===== config.mk =====
export PLATFORM = sky130hd
export DESIGN_NAME = multicycle_control
export DESIGN_NICKNAME = d
export VERILOG_FILES = /design/src/rtl/multicycle_control.sv
export SDC_FILE = /design/constraint.sdc
export NUM_CORES = 1
export LEC_CHECK = 0
export ABC_AREA = 1
export CAP_MARGIN = 20
export CORE_UTILIZATION = 37
export CTS_CLUSTER_DIAMETER = 40
export DETAILED_ROUTE_END_ITERATION = 10
export GPL_ROUTABILITY_DRIVEN = 1
export PLACE_DENSITY = 0.75
export SLEW_MARGIN = 15
export SYNTH_ARGS = -nofsm -noshare
export SYNTH_HDL_FRONTEND = slang
export SYNTH_SLANG_ARGS = --single-unit

===== constraint.sdc =====
create_clock -name clk -period 1.8 [get_ports clk]
set_clock_uncertainty 0.15 [all_clocks]
set_input_delay 0.36 -clock clk [delete_from_list [all_inputs] [get_ports clk]]
set_output_delay 0.36 -clock clk [all_outputs]
set_load 0.01 [all_outputs]

===== src/rtl/multicycle_control.sv =====
// Main control FSM for the multi-cycle ARM-subset core. Sequences each instruction through
// fetch/decode/execute/memory/writeback and drives the datapath enables and the 2-bit ALUOp.
module multicycle_control #(
    parameter int unsigned MEM_TIMEOUT = 16,
    parameter int unsigned CNT_W       = 8
) (
    input  logic        clk,
    input  logic        rst_n,
    input  logic [31:0] instruction,
    input  logic        imem_ready,
    input  logic        dmem_ready,
    input  logic        alu_zero,
    output logic        imem_req,
    output logic        ir_write,
    output logic        pc_write,
    output logic [1:0]  pc_src,
    output logic [1:0]  alu_op_sel,
    output logic        alu_src_b,
    output logic        dmem_req,
    output logic        dmem_we,
    output logic        reg_write,
    output logic        mem_to_reg,
    output logic        flags_write,
    output logic        trap,
    output logic [2:0]  state
);

    typedef enum logic [2:0] {
        StFetch  = 3'd0,
        StDecode = 3'd1,
        StExec   = 3'd2,
        StWb     = 3'd3,
        StAddr   = 3'd4,
        StMem    = 3'd5,
        StBranch = 3'd6,
        StTrap   = 3'd7
    } state_e;

    // MOVZ/ADDI/SUBI share one class: they sequence identically.
    typedef enum logic [2:0] {
        OpNone = 3'd0,
        OpAlu  = 3'd1,
        OpCmp  = 3'd2,
        OpLdur = 3'd3,
        OpStur = 3'd4,
        OpCbz  = 3'd5,
        OpB    = 3'd6
    } op_e;

    // Opcode constants, each compared against its own top-of-word field width.
    localparam logic [7:0]  OpcCbz  = 8'hB4;   // [31:24]
    localparam logic [5:0]  OpcB    = 6'h05;   // [31:26]
    localparam logic [10:0] OpcMovz = 11'h694; // [31:21]
    localparam logic [7:0]  OpcCmp  = 8'hEB;   // [31:24]
    localparam logic [8:0]  OpcSubi = 9'h1A2;  // [31:23]
    localparam logic [8:0]  OpcAddi = 9'h122;  // [31:23]
    localparam logic [10:0] OpcLdur = 11'h7C2; // [31:21]
    localparam logic [10:0] OpcStur = 11'h7C0; // [31:21]

    localparam logic [CNT_W-1:0] CntLimit = CNT_W'(MEM_TIMEOUT - 1);
    localparam logic [CNT_W-1:0] CntMax   = {CNT_W{1'b1}};
    localparam logic [CNT_W-1:0] CntOne   = {{(CNT_W-1){1'b0}}, 1'b1};

    state_e           state_q, state_d;
    op_e              op_q, op_d;
    op_e              dec_class;
    logic [CNT_W-1:0] cnt_q, cnt_d;
    logic             waiting;

    // Operand fields are consumed by the datapath, not by this controller.
    logic unused_instr;
    assign unused_instr = ^instruction[20:0];

    assign state = state_q;

    // Classify the IR contents; earlier tests take priority where patterns overlap.
    always_comb begin
        dec_class = OpNone;
        if (instruction[31:24] == OpcCbz) begin
            dec_class = OpCbz;
        end else if (instruction[31:26] == OpcB) begin
            dec_class = OpB;
        end else if (instruction[31:21] == OpcMovz) begin
            dec_class = OpAlu;
        end else if (instruction[31:24] == OpcCmp) begin
            dec_class = OpCmp;
        end else if (instruction[31:23] == OpcSubi) begin
            dec_class = OpAlu;
        end else if (instruction[31:23] == OpcAddi) begin
            dec_class = OpAlu;
        end else if (instruction[31:21] == OpcLdur) begin
            dec_class = OpLdur;
        end else if (instruction[31:21] == OpcStur) begin
            dec_class = OpStur;
        end
    end

    // Next state, latched op class and wait counter.
    always_comb begin
        state_d = state_q;
        op_d    = op_q;
        waiting = 1'b0;
        unique case (state_q)
            StFetch: begin
                if (imem_ready) begin
                    state_d = StDecode;
                end else begin
                    waiting = 1'b1;
                    if (cnt_q == CntLimit) state_d = StTrap;
                end
            end
            StDecode: begin
                op_d = dec_class;
                case (dec_class)
                    OpAlu, OpCmp:  state_d = StExec;
                    OpLdur, OpStur: state_d = StAddr;
                    OpCbz, OpB:    state_d = StBranch;
                    default:       state_d = StTrap;
                endcase
            end
            StExec:   state_d = (op_q == OpCmp) ? StFetch : StWb;
            StWb:     state_d = StFetch;
            StAddr:   state_d = StMem;
            StMem: begin
                if (dmem_ready) begin
                    state_d = (op_q == OpLdur) ? StWb : StFetch;
                end else begin
                    waiting = 1'b1;
                    if (cnt_q == CntLimit) state_d = StTrap;
                end
            end
            StBranch: state_d = StFetch;
            StTrap:   state_d = StTrap;
            default:  state_d = StTrap;
        endcase

        // Counter restarts on every transition and saturates rather than wrapping.
        if (state_d != state_q) begin
            cnt_d = '0;
        end else if (waiting && (cnt_q != CntMax)) begin
            cnt_d = cnt_q + CntOne;
        end else begin
            cnt_d = cnt_q;
        end
    end

    // State, op-class and wait-counter registers.
    always_ff @(posedge clk or negedge rst_n) begin
        if (!rst_n) begin
            state_q <= StFetch;
            op_q    <= OpNone;
            cnt_q   <= '0;
        end else begin
            state_q <= state_d;
            op_q    <= op_d;
            cnt_q   <= cnt_d;
        end
    end

    // Moore outputs of state/op class, plus ready/alu_zero gating; forced low during reset
    // so a pending request is dropped in the same cycle reset asserts.
    always_comb begin
        imem_req    = 1'b0;
        ir_write    = 1'b0;
        pc_write    = 1'b0;
        pc_src      = 2'b00;
        alu_op_sel  = 2'b00;
        alu_src_b   = 1'b0;
        dmem_req    = 1'b0;
        dmem_we     = 1'b0;
        reg_write   = 1'b0;
        mem_to_reg  = 1'b0;
        flags_write = 1'b0;
        trap        = 1'b0;
        if (rst_n) begin
            unique case (state_q)
                StFetch: begin
                    imem_req = 1'b1;
                    if (imem_ready) begin
                        ir_write = 1'b1;
                        pc_write = 1'b1;
                        pc_src   = 2'b00;
                    end
                end
                StDecode: begin
                end
                StExec: begin
                    alu_op_sel  = 2'b10;
                    alu_src_b   = (op_q != OpCmp);
                    flags_write = (op_q == OpCmp);
                end
                StWb: begin
                    alu_op_sel = 2'b10;
                    reg_write  = 1'b1;
                    mem_to_reg = (op_q == OpLdur);
                end
                StAddr: begin
                    alu_op_sel = 2'b00;
                    alu_src_b  = 1'b1;
                end
                StMem: begin
                    dmem_req = 1'b1;
                    dmem_we  = (op_q == OpStur);
                end
                StBranch: begin
                    alu_op_sel = 2'b01;
                    if (op_q == OpCbz) begin
                        pc_src   = 2'b01;
                        pc_write = alu_zero;
                    end else if (op_q == OpB) begin
                        pc_src   = 2'b10;
                        pc_write = 1'b1;
                    end
                end
                StTrap: begin
                    trap = 1'b1;
                end
                default: begin
                end
            endcase
        end
    end

endmodule

==> results.sh <==
export IMPL_dieHeight_microns=58.9
export IMPL_utilization=0.791
export IMPL_cellLeakagePower_nw=1.23
export IMPL_cap_violations=0
export IMPL_reg2reg_to="cnt_q[6]"
export IMPL_vias_per_cell=5.25
export IMPL_synth_edf_count=0
export IMPL_grt_pass1_vias=1443
export IMPL_antenna_left=0
export IMPL_syn_inst=193
export IMPL_synthArstFlopShare=1.00
export IMPL_critical_path_depth=11
export IMPL_cp_endpoint="cnt_q[6]"
export IMPL_dp_hpwl_mm=2.52
export IMPL_vias=1768
export IMPL_pwr_density_cell_nw_per_um2=280
export IMPL_start_kind="register"
export IMPL_grt_max_degree=11
export IMPL_critPathMaxStageDelay_ns=0.41
export IMPL_max_freq_mhz=481
export IMPL_worstPathCellList="buf_6 -> clkinvlp_4 -> nor2_4 -> inv_2 -> buf_6 -> o22ai_4 -> nand2_4 -> inv_4 -> nand2_1 -> xor2_2 -> nor2_4"
export IMPL_path_class="register to register"
export IMPL_critPathRequiredTime_ns=1.85
export IMPL_reg2regPathDepth=11
export IMPL_synth_main_ff_cell="dfrtp_1"
export IMPL_dr_pass1_iters=8
export IMPL_clock_power_share=0.368
export IMPL_ys_seq_elements=14
export IMPL_tns_ns=-4.49
export IMPL_hold_viol=0
export IMPL_power_frac_comb=0.167
export IMPL_sequentialPowerShare=0.465
export IMPL_insertion_delay_ns=0.30
export IMPL_setup_viol=24
export IMPL_yosys_warnings=0
export IMPL_initial_core_util=0.392
export IMPL_drt_iter0_drc=109
export IMPL_dieWidth_microns=58.9
export IMPL_tightest_slew_ns=0.364
export IMPL_p_sw_mw=0.185
export IMPL_ys_seq_area_frac=0.293
export IMPL_swShare=0.274
export IMPL_p_total_mw=0.675
export IMPL_dp_worst_setup_slack_ns=-0.656
export IMPL_diodes=0
export IMPL_slew_headroom=0.755
export IMPL_gp_congestion=0.900
export IMPL_io_pins=54
export IMPL_grt_overflow_total=0
export IMPL_cp_max_fo=5
export IMPL_vdd_ir_drop_max_uv=202
export IMPL_hold_class="primary input to async pin"
export IMPL_cts_buffers_inserted=3
export IMPL_arrival_ns=2.13
export IMPL_setup_worst_path_end_class="register"
export IMPL_synth_area_per_cell_sq_um=6.20
export IMPL_wl_mm=5.41
export IMPL_grt_setup_unrepaired="yes"
export IMPL_cellInternalPower_mw=0.490
export IMPL_status="complete, but fails checks"
export IMPL_rrSetupSlack_ns=-0.28
export IMPL_crit_family="buffers and inverters"
export IMPL_drc_errors=0
export IMPL_crit_start="state[2]"
export IMPL_dieArea_sq_um=3460
export IMPL_setup_ws_ns=-0.279
export IMPL_grtUsageTotal=0.218
export IMPL_layout_commonest_cell="buf_4"
export IMPL_ctsLongestPathBuffers=2
export IMPL_cts_max_level=1
export IMPL_slowest_stage="dfrtp_1"
export IMPL_ys_types=28
export IMPL_floorplan_rows=20
export IMPL_fin_crit_ns=2.08
export IMPL_cts_root_buf="clkbuf_4"
export IMPL_cts_clk_slew_worst_paths_ns=0.10
export IMPL_avgRoutedWirePerCell_microns=16.1
export IMPL_final_max_slew_viol_count=0
export IMPL_area_growth_pct=102
export IMPL_synth_area_sq_um=1200
export IMPL_final_net_count=332
export IMPL_tritoncts="yes"
export IMPL_fin_crit_sh=1.16
export IMPL_violations="setup timing"
export IMPL_core_area_sq_um=3050
export IMPL_clock_sinks=14
export IMPL_drive_gt1_frac=0.580
export IMPL_io_buffer_count=32
export IMPL_antenna_found_initial=0
export IMPL_synth_nets=231
export IMPL_grt_pass1_wl_mm=5.80
export IMPL_regToRegStartpoint="state[2]"
export IMPL_layout_common_cells="buf_4, nand2_1, nor2_1"
export IMPL_path_buf_inv=5
## power groups by stage
stage / Clock (mW) / Combinational, mW / Sequential (mW)
2_1_floorplan: 0 / 0.0264 / 0.321
6_report: 0.248 / 0.113 / 0.314
3_5_place_dp: 0 / 0.0919 / 0.320
3_3_place_gp: 0 / 0.0907 / 0.320
4_1_cts: 0.237 / 0.0974 / 0.314
5_1_grt: 0.273 / 0.122 / 0.314
## state kept, by name, indices dropped and copies added (netlist names)
name,cells
cnt_q,8
state,3
op_q,3
## layout make-up
class,count,area (sq um)
inverters,28,115
repair buffers,97,785
flip-flops and latches,14,352
clock buffers,4,36.3
well taps,44,55.1
multi-input cells,150,1070
fillers,191,638
## repair_timing
action,4_1_cts,5_1_grt
setup buffers,8,12
gates resized for setup,86,96
hold endpoints to repair,4,0
hold buffers,1,0
endpoints found under the setup margin,26,25
pin swaps,12,35
## cell usage after synthesis, types with 2 or more instances
cell type	count	area [sq um]
nor2_1	49	184
nand2_1	46	173
inv_1	22	82.6
nand3_1	15	75.1
dfrtp_1	14	350
nor3_1	6	30.0
o21ai_0	6	30.0
xor2_1	5	43.8
inv_2	4	15.0
a21oi_1	2	10.0
nand2_2	2	12.5
nand2_4	2	22.5
nand4_1	2	12.5
nor2_2	2	12.5
o21ai_1	2	10.0
xnor2_1	2	17.5
## worst register-to-register path: cells and delay by family (launching register included)
| kind | cells | cell delay [ns] |
|---|---|---|
| flops | 1 | 0.41 |
| buf+inv | 5 | 0.61 |
| xor+xnor | 1 | 0.20 |
| compound gates | 1 | 0.20 |
| simple gates | 4 | 0.41 |
## worst min-delay path by stage
stage / to / slack, ns / startpoint / cells past startpoint
2_1_floorplan: cnt_q[0] / -0.09 / rst_n / 0
3_3_place_gp: op_q[2] / 0.38 / op_q[2] / 2
3_5_place_dp: op_q[2] / 0.38 / op_q[2] / 2
4_1_cts: cnt_q[5] / 0.13 / rst_n / 3
5_1_grt: cnt_q[5] / 0.14 / rst_n / 3
6_report: cnt_q[5] / 0.15 / rst_n / 3
## metal layers
metal	GRT usage	wire [microns]	up-vias
met5	0	0	-
met4	0.0986	274	0
met3	0.00879	323	34
met2	0.412	2700	103
met1	0.250	2120	826
li1	-	-	805
## kinds of logic (layout without fill, tap and decap cells)
logic type | after synthesis | in the layout | synth area share
AOI/OAI and AO/OA | 12 | 12 | 0.0638
xor gates and xnor gates | 7 | 7 | 0.0513
adders and majority gates | 1 | 1 | 0.0105
buffers and inverters | 29 | 129 | 0.0983
DFF | 14 | 14 | 0.293
muxes | 1 | 1 | 0.00837
and+or+nand+nor | 129 | 129 | 0.475
## stage by stage
stage	instances	hold slack (ns)	cell area, sq um
after detailed placement	312	0.381	1890
after global placement	312	0.376	1890
final	337	0.152	2410
after global routing	337	0.137	2410
after floorplan	193	-0.0856	1200
after CTS	325	0.133	2000
Power figures use the tool's default switching activity.
